[src/rtl/dpu_axi_read_arbiter.sv]
// AXI4 read-port arbiter: NUM_REQ requesters share one master read port, one
// whole burst at a time, with ARID tagged by grant index and R routed back by grant.
`timescale 1ns/1ps

module dpu_axi_read_arbiter_rlane #(
  parameter int ID_W = 4,
  parameter int DA_W = 32
) (
  input  logic            sel,
  input  logic            m_rvalid,
  input  logic            m_rlast,
  input  logic [ID_W-1:0] m_rid,
  input  logic [DA_W-1:0] m_rdata,
  input  logic [1:0]      m_rresp,
  output logic            s_rvalid,
  output logic            s_rlast,
  output logic [ID_W-1:0] s_rid,
  output logic [DA_W-1:0] s_rdata,
  output logic [1:0]      s_rresp
);
  // Non-selected lanes see an idle, all-zero R channel.
  assign s_rvalid = sel & m_rvalid;
  assign s_rlast  = sel & m_rlast;
  assign s_rid    = sel ? m_rid   : '0;
  assign s_rdata  = sel ? m_rdata : '0;
  assign s_rresp  = sel ? m_rresp : '0;
endmodule

module dpu_axi_read_arbiter #(
  parameter int NUM_REQ       = 3,
  parameter int AXI_WIDTH_ID  = 4,
  parameter int AXI_WIDTH_AD  = 32,
  parameter int AXI_WIDTH_DA  = 32,
  parameter int PRIORITY_MODE = 0
) (
  input  logic                              ACLK,
  input  logic                              ARESETn,
  input  logic [NUM_REQ*AXI_WIDTH_ID-1:0]   S_ARID,
  input  logic [NUM_REQ*AXI_WIDTH_AD-1:0]   S_ARADDR,
  input  logic [NUM_REQ*8-1:0]              S_ARLEN,
  input  logic [NUM_REQ*3-1:0]              S_ARSIZE,
  input  logic [NUM_REQ*2-1:0]              S_ARBURST,
  input  logic [NUM_REQ-1:0]                S_ARVALID,
  output logic [NUM_REQ-1:0]                S_ARREADY,
  output logic [NUM_REQ*AXI_WIDTH_ID-1:0]   S_RID,
  output logic [NUM_REQ*AXI_WIDTH_DA-1:0]   S_RDATA,
  output logic [NUM_REQ*2-1:0]              S_RRESP,
  output logic [NUM_REQ-1:0]                S_RLAST,
  output logic [NUM_REQ-1:0]                S_RVALID,
  input  logic [NUM_REQ-1:0]                S_RREADY,
  output logic [AXI_WIDTH_ID+1:0]           M_ARID,
  output logic [AXI_WIDTH_AD-1:0]           M_ARADDR,
  output logic [7:0]                        M_ARLEN,
  output logic [2:0]                        M_ARSIZE,
  output logic [1:0]                        M_ARBURST,
  output logic                              M_ARVALID,
  input  logic                              M_ARREADY,
  input  logic [AXI_WIDTH_ID+1:0]           M_RID,
  input  logic [AXI_WIDTH_DA-1:0]           M_RDATA,
  input  logic [1:0]                        M_RRESP,
  input  logic                              M_RLAST,
  input  logic                              M_RVALID,
  output logic                              M_RREADY,
  output logic                              BUSY
);
  localparam int GW = 2;
  localparam int IW = AXI_WIDTH_ID;
  localparam int AW = AXI_WIDTH_AD;

  typedef enum logic [1:0] {IDLE, ADDR, DATA} state_t;
  state_t state, state_nxt;

  logic [GW-1:0]      grant, last_grant, pick;
  logic               found;
  logic [IW-1:0]      ar_id, pick_id;
  logic [AW-1:0]      ar_addr, pick_addr;
  logic [7:0]         ar_len, pick_len;
  logic [2:0]         ar_size, pick_size;
  logic [1:0]         ar_burst, pick_burst;
  logic [NUM_REQ-1:0] lane_sel;
  logic               r_done;
  logic [1:0]         unused_rid_tag;

  // Routing is by the grant register, so the tag bits on RID are not needed.
  assign unused_rid_tag = M_RID[IW+1:IW];

  // RR: first requester above last_grant, else wrap to the lowest index.
  // Fixed: the first pass is skipped and the second pass scans from 0.
  always_comb begin
    found = 1'b0;
    pick  = '0;
    for (int i = 0; i < NUM_REQ; i++)
      if (!found && S_ARVALID[i] && PRIORITY_MODE == 0 && GW'(i) > last_grant) begin
        found = 1'b1;
        pick  = GW'(i);
      end
    for (int i = 0; i < NUM_REQ; i++)
      if (!found && S_ARVALID[i]) begin
        found = 1'b1;
        pick  = GW'(i);
      end
  end

  always_comb begin
    pick_id    = '0;
    pick_addr  = '0;
    pick_len   = '0;
    pick_size  = '0;
    pick_burst = '0;
    for (int i = 0; i < NUM_REQ; i++)
      if (pick == GW'(i)) begin
        pick_id    = S_ARID[i*IW +: IW];
        pick_addr  = S_ARADDR[i*AW +: AW];
        pick_len   = S_ARLEN[i*8 +: 8];
        pick_size  = S_ARSIZE[i*3 +: 3];
        pick_burst = S_ARBURST[i*2 +: 2];
      end
  end

  always_comb begin
    S_ARREADY = '0;
    for (int i = 0; i < NUM_REQ; i++)
      S_ARREADY[i] = ARESETn && state == IDLE && found && pick == GW'(i);
  end

  assign r_done = M_RVALID && M_RREADY && M_RLAST;

  always_comb begin
    state_nxt = state;
    case (state)
      IDLE:    if (found)     state_nxt = ADDR;
      ADDR:    if (M_ARREADY) state_nxt = DATA;
      DATA:    if (r_done)    state_nxt = IDLE;
      default:                state_nxt = IDLE;
    endcase
  end

  always_ff @(posedge ACLK or negedge ARESETn) begin
    if (!ARESETn) begin
      state      <= IDLE;
      grant      <= '0;
      last_grant <= GW'(NUM_REQ-1);
      ar_id      <= '0;
      ar_addr    <= '0;
      ar_len     <= '0;
      ar_size    <= '0;
      ar_burst   <= '0;
    end else begin
      state <= state_nxt;
      if (state == IDLE && found) begin
        grant    <= pick;
        ar_id    <= pick_id;
        ar_addr  <= pick_addr;
        ar_len   <= pick_len;
        ar_size  <= pick_size;
        ar_burst <= pick_burst;
      end
      if (state == DATA && r_done) last_grant <= grant;
    end
  end

  assign M_ARVALID = (state == ADDR);
  assign M_ARID    = {grant, ar_id};
  assign M_ARADDR  = ar_addr;
  assign M_ARLEN   = ar_len;
  assign M_ARSIZE  = ar_size;
  assign M_ARBURST = ar_burst;
  assign BUSY      = (state != IDLE);
  assign M_RREADY  = |(lane_sel & S_RREADY);

  for (genvar g = 0; g < NUM_REQ; g++) begin : g_lane
    assign lane_sel[g] = (state == DATA) && (grant == GW'(g));
    dpu_axi_read_arbiter_rlane #(.ID_W(IW), .DA_W(AXI_WIDTH_DA)) u_lane (
      .sel      (lane_sel[g]),
      .m_rvalid (M_RVALID),
      .m_rlast  (M_RLAST),
      .m_rid    (M_RID[IW-1:0]),
      .m_rdata  (M_RDATA),
      .m_rresp  (M_RRESP),
      .s_rvalid (S_RVALID[g]),
      .s_rlast  (S_RLAST[g]),
      .s_rid    (S_RID[g*IW +: IW]),
      .s_rdata  (S_RDATA[g*AXI_WIDTH_DA +: AXI_WIDTH_DA]),
      .s_rresp  (S_RRESP[g*2 +: 2])
    );
  end
endmodule
[config.mk]
export PLATFORM = sky130hd
export DESIGN_NAME = dpu_axi_read_arbiter
export DESIGN_NICKNAME = d
export VERILOG_FILES = /design/src/rtl/dpu_axi_read_arbiter.sv
export SDC_FILE = /design/constraint.sdc
export NUM_CORES = 1
export LEC_CHECK = 0
export CELL_PAD_IN_SITES_DETAIL_PLACEMENT = 1
export CELL_PAD_IN_SITES_GLOBAL_PLACEMENT = 2
export CORE_UTILIZATION = 14
export CTS_CLUSTER_DIAMETER = 80
export DETAILED_ROUTE_END_ITERATION = 12
export PLACE_DENSITY_LB_ADDON = 0.05
export SLEW_MARGIN = 10
export SYNTH_ARGS = -nofsm -noshare
export SYNTH_HDL_FRONTEND = slang
export SYNTH_SLANG_ARGS = --single-unit
[constraint.sdc]
create_clock -name ACLK -period 1.87 [get_ports ACLK]
set_input_delay 0.2805 -clock ACLK [delete_from_list [all_inputs] [get_ports ACLK]]
set_output_delay 0.2805 -clock ACLK [all_outputs]
set_load 0.02 [all_outputs]
## After elaboration in Yosys (flattened, before gate mapping)

Index checks and enable logic that the tools add are counted.

- Register bits: 55
- Latch bits: 0
- Memory bits (writable): 0
- ROM bits: 0
- Output and inout port bits: 177
- Memories: 0

- Add/sub/neg operators: 0
- Multiply operators: 0
- Divide/modulo/power cells: 0
- Magnitude comparators: 3
- Eq/ne operators: 9
- Shifts and indexed selects: 0
- Muxes and demuxes: 39
- Bitwise logic cells: 7
- Reduce and logical (&&, ||, !) cells: 31

Operator list:

| cell | number |
|---|---|
| 2-to-1 mux 32 bit | 6 |
| 2-to-1 mux 2 bit | 13 |
| 2-to-1 mux 4 bit | 6 |
| 2-to-1 mux 8 bit | 3 |
| logical AND 1 bit | 20 |
| 2-to-1 mux 3 bit | 3 |
| 2-to-1 mux 1 bit | 7 |
| AND 1 bit | 6 |
| equality test 2 x 1 -> 1 bit (second input constant) | 3 |
| equality test 2 bit (second input constant) | 3 |
| zero test 2 bit | 3 |
| case mux 2 bit (3 select lines) | 1 |
| zero test 1 bit | 5 |
| > comparator 1 x 2 -> 1 bit (first input constant) | 2 |
| inequality test 2 bit (second input constant) | 2 |
| AND 3 bit | 1 |
| AND reduction 3 bit | 1 |
| OR reduction 3 bit | 1 |
| > comparator 2 bit (first input constant) | 1 |
| inequality test 2 x 1 -> 1 bit (second input constant) | 1 |
| nonzero test 2 bit | 1 |

## Longest topological paths before layout

Gate-level depths: netlist of the first run.

- Depth after elaboration: 24
- Gate-level depth with buffers: 7

## Hierarchy

Synthesis of the first run repeated with hierarchy kept, for this count alone.

- Cells, all modules: 625
- Area total of the unflattened synthesis: 5066.1 um^2

Modules (own cells, without submodules):

| module | times used | cells an instance | area an instance (um^2) | sequential area each (um^2) |
|---|---|---|---|---|
| dpu_axi_read_arbiter | 1 | 493 | 4105.2 | 1377.6 |
| dpu_axi_read_arbiter_rlane | 3 | 44 | 320.3 | 0.0 |

## Worst setup path after synthesis of the first run

No wires, ideal clock.

- Kind: register to output
- Start: reg state[1]
- End: out S_ARREADY[0]
- Data arrival time: 1.621 ns
- Data required time: 1.590 ns
- Setup slack: -0.032 ns
- Cell stages (with the launch flop): 6
- Buffers on the path: 1
- Path through: dfrtp_1 > or2_1 > a21oi_1 > buf_1 > nand2_1 > nor2_1

- Longest elaborated chain between the ends: 4

Ends and longest elaborated chain:

| item | RTL line | source |
|---|---|---|
| from (decl) | 71 | `state_t state, state_nxt;` |
| from (signal assigned) | 149 | `state <= state_nxt;` |
| zero test 2 bit | 123 | `S_ARREADY[i] = ARESETn && state == IDLE && found && pick == GW'(i);` |
| logical AND 1 bit (3 in a row) | 123 |  |
| to (decl) | 44 | `output logic [NUM_REQ-1:0] S_ARREADY,` |

No other way between the ends.

## Final worst setup path of the first run

- Start: reg state[0]
- End: out S_RDATA[18]

- Longest elaborated chain between the ends: 3

Ends and longest elaborated chain:

| item | RTL line | source |
|---|---|---|
| equality test 2 bit | 172 | `assign lane_sel[g] = (state == DATA) && (grant == GW'(g));` |
| logical AND 1 bit | 172 |  |
| 2-to-1 mux 32 bit | 25 | `assign s_rdata = sel ? m_rdata : '0;` |
| to (decl) | 46 | `output logic [NUM_REQ*AXI_WIDTH_DA-1:0] S_RDATA,` |

No other way between the ends.

==> results of run 1 <==
stage by stage:
stage	power [mW]	setup TNS, ps	worst slack, ps	utilization	cell area (µm²)
2_1_floorplan	5.460	-80.52	-31.77	-	3812
3_3_place_gp	8.946	-26130	-423.5	0.3019	8090
3_5_place_dp	9.032	-30400	-441.3	0.3019	8090
4_1_cts	10.72	-10430	-174.3	0.3142	8422
5_1_grt	12.59	-14580	-210.4	0.3575	9580
6_report	11.83	-5567	-141.7	0.3575	9580
power by group:
group          leakage [nW]  internal (mW)  total (mW)  switching (mW)
combinational          3.21           4.09        8.41            4.32
clock                0.0911          0.771        1.26           0.488
sequential            0.668           1.80        2.16           0.360
cell families (layout without fill, tap and decap cells):
logic type / Yosys count / in the layout
AO/OA/AOI/OAI: 158 / 158
multiplexers: 3 / 3
buffers and inverters: 57 / 446
AND/OR/NAND/NOR: 189 / 189
flip-flops: 55 / 55
state kept, by name, summed over array words and instances (netlist names):
register,count
M_ARSIZE,3
M_ARBURST,2
M_ARADDR,32
last_grant,2
grant,2
M_ARLEN,8
state,2
ar_id,4
repair_timing:
action	CTS	global route
hold buffers	0	0
buffers inserted	3	7
pin swaps	7	18
endpoints found under the setup margin	151	175
resized for setup	596	277
gates cloned	5	11
cell type report:
| class | instances | area [µm²] |
|---|---|---|
| clock buffers | 6 | 128.9 |
| clock inverters | 2 | 60.06 |
| fillers | 3009 | 17220 |
| inverters | 2 | 7.507 |
| multi-input cells | 350 | 2793 |
| flip-flops and latches | 55 | 1383 |
| well taps | 341 | 426.7 |
| repair buffers | 436 | 4782 |
cell usage in the layout (no fill, tap or decap), types with 6 or more instances in the layout:
cell               n
and2_4            45
dfrtp_1           50
buf_12            13
buf_4             35
clkbuf_16         14
clkdlybuf4s50_1  243
and3_1             7
o21ai_1           49
a221oi_4           6
nand2_1           53
and3_4            34
a221oi_2          38
and2_1            35
o21ai_0           53
buf_6            124
path summary, 6_finish.rpt:
check                                      to         from  slack, ps  cells past startpoint
worst max-delay path              S_RDATA[18]     state[0]       -140                      7
worst min-delay path             M_ARADDR[19]      ARESETn        190                      2
worst max register to register  last_grant[0]     state[0]         20                      5
worst min register to register    M_ARADDR[1]  M_ARADDR[1]        480                      2
max in group asynchronous            state[1]      ARESETn       1140                      2
min in group ACLK                 M_ARADDR[1]  M_ARADDR[1]        480                      2
worst reg2reg max path, delay by kind of cell, from the launching register on:
kind	cells	cell delay (ps)
and+or+nand+nor	2	640
DFF	1	450
muxes	1	310
buffers and inverters	1	170
AOI/OAI and AO/OA	1	170
metal layers:
metal | vias to the layer above | track usage
met5 | - | 0
met1 | 2527 | 0.1691
li1 | 2435 | -
met4 | 0 | 0.03865
met2 | 229 | 0.3051
met3 | 20 | 0.04539
==> flow_metrics.tcl, run 1 <==
set metrics [dict create \
    synth_ff_type "dfrtp_1" \
    rows 60 \
    syn-cell-area_um2 3812 \
    synth_edf_count 0 \
    fin_cells 1192 \
    synthAdderAreaFrac 0 \
    hp-class "input port to asynchronous set/reset pin" \
    violations "negative setup slack" \
    wl_per_cell_um 20.86 \
    ys_types 30 \
    p_leak_nw 3.973 \
    clockRootBuffer "clkbuf_16" \
    yosys_warnings 0 \
    dieWidth_um 167.0 \
    status "complete, but fails checks" \
    synth_most_common_cell "and2_1" \
    synth_top_area_frac 0.3544 \
    min_period_ps 2012 \
    cpMostUsedCell "buf_6" \
    drive_gt1_frac 0.3984 \
    setup_viol 112 \
    routed_wl_mm 24.86 \
    crit_chain "nand2b_4, nor3_4, buf_6, buf_12, clkbuf_16, and2_4, buf_6" \
    synth_top_family_by_area "compound AO/OA/AOI/OAI gates" \
    drc 0 \
    cp.buffers_inverters 4 \
    synth_seq_area_share 0.3613 \
    synth_common_cells "81 x and2_1, 54 x dfrtp_1, 53 x nand2_1, 53 x o21ai_0, 49 x o21ai_1" \
    ios 375 \
    rsz0062_at_grt "yes" \
    first_global_vias 5391 \
    slew_viol_final 0 \
    coreArea_um2 26800 \
    synth_compound_area_frac 0.2803 \
    peakVddDrop_uv 516.4 \
    grt_pass1_wl_mm 33.93 \
    die_y_um 167.0 \
    required_ps 1590 \
    yosys.area_share.xor_xnor 0 \
    tightestPinTransition_ps 800.7 \
    ant_nets 0 \
    synth_top_area_cell "dfrtp_1" \
    syn2layout_area_growth_pct 151.3 \
    antenna_cells 0 \
    syn_area_per_cell_um2 8.252 \
    wirelength_met1_mm 9.218 \
    worst_setup_path_end_kind "output pin" \
    crit_family "buffers and inverters" \
    slew_headroom 0.4662 \
    slowest_stage "dfrtp_2" \
    synth_cells 462 \
    cts_made_buffers 5 \
    track_usage 0.1592 \
    ys_seq_elements 55 \
    synthSimpleGateAreaFrac 0.2754 \
    die_area_um2 27900 \
    wl_met2_mm 13.59 \
    place_inst 1158 \
    grt_overflow 0 \
    dr_total_vias 5211 \
    crit_arrival_ps 1730 \
    yosys-top-cells-area "dfrtp_1 35%, and2_1 13%, a221oi_1 9.0%" \
    drt_pass1_iterations 4 \
    place_hpwl_mm 16.54 \
    hold_violations 0 \
    fmax_mhz 497.1 \
    cts_tree "yes" \
    start_util 0.1423 \
    grt_start_max_net_pins 56 \
    antenna_found_initial 0 \
    clock_latency_ps 310 \
    wl_met3_mm 1.695 \
    path_max_fanout 5 \
    vias_per_cell 4.372 \
    setup_slack_ps -141.7 \
    path_class "register to output pin" \
    drt_iter0_drc 121 \
    crit_path_start_kind "register" \
    async_flop_share 1.000 \
    place_congestion 0.7450 \
    period_share 1.076 \
    portBuffers 372 \
    clk_pin_slew_ps 80 \
    powerDensity_nw_per_um2 1235 \
    skew_ps 5.491 \
    ctsLongestPathBuffers 2 \
    slowest_delay_ps 450 \
    hold_ws_ps 188.9 \
    cap_violations 0 \
    routed.top_layer "met4" \
    cts-htree-levels 2 \
    synth_nets 660 \
    cts_sinks 55 \
    nets 1048 \
    synthMuxAreaShare 0.01181 \
]
No activity file was read; power rests on OpenSTA's default activity.
==> run 2, diff against run 1 <==
- CORE_MARGIN: not set -> 2
==> run 2 against run 1 <==
Against the previous run: the flow still finishes with violations (negative setup slack); core utilization shrank 1.9 points; critical path depth shrank 3; wire length grew 4.4%; critical endpoint is now S_RRESP[5]; register-to-register slack lost 80 ps.
==> flow_metrics.tcl, run 2 (synthesis results as in run 1) <==
set metrics [dict create \
    status "complete, but fails checks" \
    violations "negative setup slack" \
    cp_num_cells 4 \
    postLayoutCellArea_um2 9110 \
    die_area_um2 28570 \
    seqPwrFrac 0.197 \
    crit_chain "and4bb_4, clkbuf_16, and2_1, buf_4" \
    grt_overflow 0 \
    p_comb_frac 0.699 \
    holdBufCountCts 0 \
    ctsLongestPathBuffers 2 \
    internal-power_mw 6.107 \
    p_leak_nw 3.846 \
    skew_ps 10.75 \
    hold_violations 0 \
    utilization 0.3390 \
    worst_setup_path_end_kind "output pin" \
    min_period_ps 2010 \
    cts-htree-levels 2 \
    period_share 1.075 \
    rsz0062_at_grt "yes" \
    tightestPinTransition_ps 795.9 \
    timing.rr.start "state[0]" \
    peakVddDrop_uv 560.4 \
    ios 375 \
    final_cell_mix "245 x clkdlybuf4s50_1, 118 x buf_6, 58 x and2_4" \
    drive_gt1_frac 0.3652 \
    crit_path_start_kind "register" \
    worstReg2RegEnd "last_grant[0]" \
    slew_headroom 0.4694 \
    tns_ps -8072 \
    cts_sinks 55 \
    drt_iter0_drc 133 \
    final_common_cell "clkdlybuf4s50_1" \
    grt_start_max_net_pins 56 \
    place_hpwl_mm 18.11 \
    die_y_um 169.0 \
    required_ps 1590 \
    largest_reg_flops 32 \
    clockRootBuffer "clkbuf_16" \
    wl_per_cell_um 21.99 \
    crit_arrival_ps 1730 \
    setup_viol 125 \
    track_usage 0.1665 \
    portBuffers 372 \
    cts_tree "yes" \
    slew_viol_final 0 \
    place_area_um2 8033 \
    crit_path_start "state[0]" \
    swShare 0.4477 \
    start_util 0.1419 \
    hp-class "input port to asynchronous set/reset pin" \
    path_class "register to output pin" \
    routed_wl_mm 25.95 \
    setup_slack_ps -140.1 \
    cp.buffers_inverters 2 \
    cp-endpoint "S_RRESP[5]" \
    switchingPower_mw 4.951 \
    reg2reg_setup_slack_ps -60 \
    syn2layout_area_growth_pct 139.0 \
    drc 0 \
    antenna_found_initial 1 \
    fillers 3001 \
    vias_per_cell 4.380 \
    fin_cells 1180 \
    clkPwrFrac 0.104 \
    r2r_cells 6 \
    place_inst 1149 \
    place_ws_ps -579.7 \
    grt_pass1_wl_mm 35.92 \
    slowest_delay_ps 480 \
    dr_total_vias 5168 \
    coreArea_um2 26880 \
    rows 60 \
    slowest_stage "and4bb_4" \
    dieWidth_um 169.0 \
    first_global_vias 5394 \
    ant_nets 0 \
    path_max_fanout 10 \
    powerDensity_nw_per_um2 1214 \
    clk_pin_slew_ps 80 \
    cap_violations 0 \
    cts_made_buffers 5 \
    crit_family "simple AND/OR/NAND/NOR gates" \
    fmax_mhz 497.5 \
    nets 1035 \
    clock_latency_ps 310 \
    place_congestion 0.7809 \
    drt_pass1_iterations 4 \
]
[run 2: cell count changes in the layout (fill, tap and decap cells not counted), moves of 3 or more]
| cell | delta |
|---|---|
| buf_8 | +3 |
| a221oi_4 | -6 |
| and3_1 | +20 |
| and2_4 | +13 |
| a221oi_1 | +18 |
| nor2_1 | -3 |
| buf_6 | -6 |
| buf_16 | -3 |
| and3_4 | -20 |
| and2_1 | -13 |
| a221oi_2 | -12 |
[run 2: power groups by stage]
stage	Sequential (mW)	Combinational, mW	Clock (mW)
floorplan	2.79	2.67	0
global placement	2.14	6.77	0
detailed placement	2.18	6.82	0
CTS	2.19	7.35	1.20
global route	2.27	8.34	1.24
finish	2.17	7.73	1.15
[run 2: layout make-up]
| class | instances | area [µm²] | share of cell area |
|---|---|---|---|
| timing repair buffer | 423 | 4562 | 0.5008 |
| multi-input combinational | 350 | 2561 | 0.2811 |
| inverter | 2 | 7.507 | 0.0008241 |
| antenna | 1 | 2.502 | 0.0002747 |
| clock buffer | 6 | 128.9 | 0.01415 |
| tap | 341 | 426.7 | 0.04683 |
| clock inverter | 2 | 38.79 | 0.004258 |
| sequential | 55 | 1383 | 0.1518 |
[run 2: what timing repair did]
action | CTS | global route
gates resized for setup | 643 | 165
endpoints found under the setup margin | 153 | 175
setup buffers | 9 | 3
pin swaps | 9 | 16
cloned | 5 | 9
hold endpoints to repair | 0 | 0
[run 2: worst register-to-register path, stage by stage, from the launching register on]
cell,delay (ps)
dfrtp_2,450
and4bb_4,480
buf_12,170
a22o_4,150
buf_6,80
and3_4,190
mux2_4,300
[run 2: worst min path at each step]
stage	startpoint	endpoint	slack [ps]	cells after the start
floorplan	ARESETn	M_ARADDR[0]	-20	0
finish	ARESETn	M_ARADDR[8]	200	2
global placement	M_ARLEN[6]	M_ARLEN[6]	470	2
CTS	ARESETn	M_ARLEN[5]	240	2
global route	ARESETn	M_ARADDR[8]	270	2
detailed placement	M_ARADDR[8]	M_ARADDR[8]	480	2
[run 2: stage by stage]
| step | power (mW) | hold WS [ps] |
|---|---|---|
| 2_1_floorplan | 5.460 | -15.09 |
| 4_1_cts | 10.74 | 235.4 |
| 3_3_place_gp | 8.916 | 470.3 |
| 6_report | 11.06 | 199.2 |
| 3_5_place_dp | 8.999 | 479.0 |
| 5_1_grt | 11.85 | 270.3 |
[run 2: metal layers]
metal	global-route usage	up-vias	wire length, µm
li1	-	2405	-
met1	0.1788	2527	9585
met2	0.3204	218	14020
met3	0.05401	18	2119
met4	0.02787	0	227
met5	0	-	0
==> run 3, diff against run 2 <==
- CORE_UTILIZATION: 14 -> 17
- SYNTH_HIERARCHICAL: not set -> 1
==> run 3 against run 2 <==
Against the previous run: the flow still finishes with violations (negative setup slack); maximum frequency fell by 0.69%; core utilization rose by 4.2 points; power rose by 12%; critical path type unchanged.
==> flow_metrics.tcl, run 3 <==
set metrics [dict create \
    fmax_mhz 494.1 \
    cts_made_buffers 5 \
    first_global_vias 6850 \
    syn_area_per_cell_um2 8.106 \
    path_class "register to output pin" \
    yosys-top-cells-area "dfrtp_1 27%, and2_2 18%, a2111oi_2 14%" \
    place_congestion 0.8676 \
    finalPower_mw 12.33 \
    synth_cells 625 \
    drive_gt1_frac 0.4035 \
    synth_ff_type "dfrtp_1" \
    period_share 1.082 \
    cts_tree "yes" \
    reg2reg_setup_slack_ps 40 \
    ys_types 32 \
    rows 63 \
    async_flop_share 1.000 \
    nets 1218 \
    ant_nets 0 \
    ctsLongestPathBuffers 2 \
    skew_ps 8.526 \
    internal-power_mw 6.886 \
    setup_slack_ps -154.0 \
    synth_most_common_cell "and2_2" \
    p_leak_nw 4.449 \
    antenna_found_initial 6 \
    grt_overflow 0 \
    cts-htree-levels 2 \
    clkPwrFrac 0.095 \
    syn-cell-area_um2 5066 \
    clockRootBuffer "clkbuf_16" \
    crit_arrival_ps 1740 \
    cts_sinks 55 \
    cap_violations 0 \
    die_y_um 176.6 \
    final_cell_mix "241 x clkdlybuf4s50_1, 134 x buf_6, 117 x and2_4" \
    status "complete, but fails checks" \
    required_ps 1590 \
    worstReg2RegEnd "M_ARADDR[20]" \
    drt_iter0_drc 174 \
    ys_seq_elements 55 \
    final_common_cell "clkdlybuf4s50_1" \
    path_max_fanout 6 \
    drc 0 \
    wl_per_cell_um 23.38 \
    tightestPinTransition_ps 563.1 \
    portBuffers 372 \
    synth_edf_count 0 \
    tns_ps -11970 \
    ios 375 \
    dr_total_vias 6427 \
    seqPwrFrac 0.181 \
    coreArea_um2 29480 \
    r2r_cells 6 \
    hold_violations 0 \
    clock_latency_ps 310 \
    grt_pass1_wl_mm 45.31 \
    dieWidth_um 176.6 \
    yosys_warnings 6 \
    track_usage 0.1948 \
    synth_seq_area_share 0.2719 \
    violations "negative setup slack" \
    synth_top_area_cell "dfrtp_1" \
    timing.rr.start "last_grant[0]" \
    vias_per_cell 4.545 \
    swShare 0.4416 \
    rsz0062_at_grt "yes" \
    largest_reg_flops 32 \
    crit_path_start_kind "register" \
    synth_common_cells "120 x and2_2, 102 x nand2_1, 54 x dfrtp_1, 54 x o21ai_1, 51 x nor3b_1" \
    routed_wl_mm 33.06 \
    seq_area_um2 1380 \
    slew_viol_final 0 \
    worst_setup_path_end_kind "output pin" \
    place_hpwl_mm 22.29 \
    synth_nets 823 \
    min_period_ps 2024 \
    fillers 3221 \
    powerDensity_nw_per_um2 1097 \
    peakVddDrop_uv 560.2 \
    start_util 0.1718 \
    grt_start_max_net_pins 50 \
    slew_headroom 0.6246 \
    switchingPower_mw 5.444 \
    synth_top_area_frac 0.2667 \
    syn2layout_area_growth_pct 121.8 \
    p_comb_frac 0.724 \
    multi_input_area_um2 4068 \
    utilization 0.3811 \
    clk_pin_slew_ps 80 \
    drt_pass1_iterations 4 \
    setup_viol 119 \
    hp-class "input port to asynchronous set/reset pin" \
    die_area_um2 31200 \
]
run 3: cell types whose count changed after synthesis, sizes merged, moves of 2 or more:
cell / previous run / this run
nor3b: 1 / 51
a2111oi: 0 / 49
a21oi: 1 / 50
a221oi: 49 / 0
nand2: 53 / 102
and2: 81 / 122
and3: 41 / 1
clkbuf: 34 / 47
mux2: 3 / 0
nand3b: 0 / 2
or2: 1 / 3
run 3: through the flow:
step	hold slack [ps]	cells	worst slack (ps)	instance area, µm²
after floorplan	-15.09	625	-43.02	5066
after detailed placement	479.9	1366	-525.4	9419
after global routing	205.6	1414	-234.4	11240
after CTS	197.3	1394	-187.0	10160
after global placement	466.1	1366	-504.2	9419
final	187.5	1414	-154.0	11240
run 3: area by class of cell:
cell class | instances | share of cell area
diodes | 3 | 0.0006682
clock buffers | 6 | 0.01236
clock inverters | 2 | 0.003118
inverters | 3 | 0.001002
multi-input cells | 500 | 0.3620
flip-flops and latches | 55 | 0.1228
well taps | 390 | 0.04343
repair buffers | 455 | 0.4546
run 3: what timing repair did:
action	4_1_cts	5_1_grt
hold buffers	0	0
setup buffers	12	9
pin swaps	7	74
endpoints found under the setup margin	157	173
gates resized for setup	766	162
cloned	8	10
run 3: metal layers:
layer	vias to the layer above	part of all wire	GRT usage
met4	2	0.024	0.05165
met2	243	0.54	0.3743
met1	3158	0.38	0.2160
met5	-	0.00039	0
met3	32	0.054	0.03866
li1	2992	-	-
run 3: worst max-delay path by stage:
stage	start	endpoint	depth (start not counted)
2_1_floorplan	state[1]	S_ARREADY[0]	5
3_3_place_gp	S_ARVALID[2]	S_ARREADY[0]	6
3_5_place_dp	S_ARVALID[2]	S_ARREADY[0]	6
4_1_cts	state[0]	S_RDATA[95]	7
5_1_grt	state[1]	S_RDATA[35]	7
6_report	state[0]	S_RDATA[93]	7
run 3: kinds of logic (layout without fill, tap and decap cells):
group	Yosys count	count (layout)	share of synthesized area
other	0	3	0
and+or+nand+nor	294	294	0.3542
DFF	55	55	0.2719
buffers and inverters	70	466	0.06841
AOI/OAI and AO/OA	206	206	0.3055
run 3: power by group through the flow:
stage	logic [mW]	registers (mW)	clock network [mW]
after detailed placement	7.24	2.23	0
final	8.93	2.23	1.18
after CTS	7.83	2.23	1.24
after floorplan	3.02	2.80	0
after global placement	7.15	2.21	0
after global routing	9.54	2.31	1.27
run 3: critical path, stage by stage, from the launching register on:
cell      delay, ps
dfrtp_1         380
nand2b_4        170
nor3b_4         240
buf_6           170
buf_16          120
buf_8           110
and2_4          130
buf_6           120
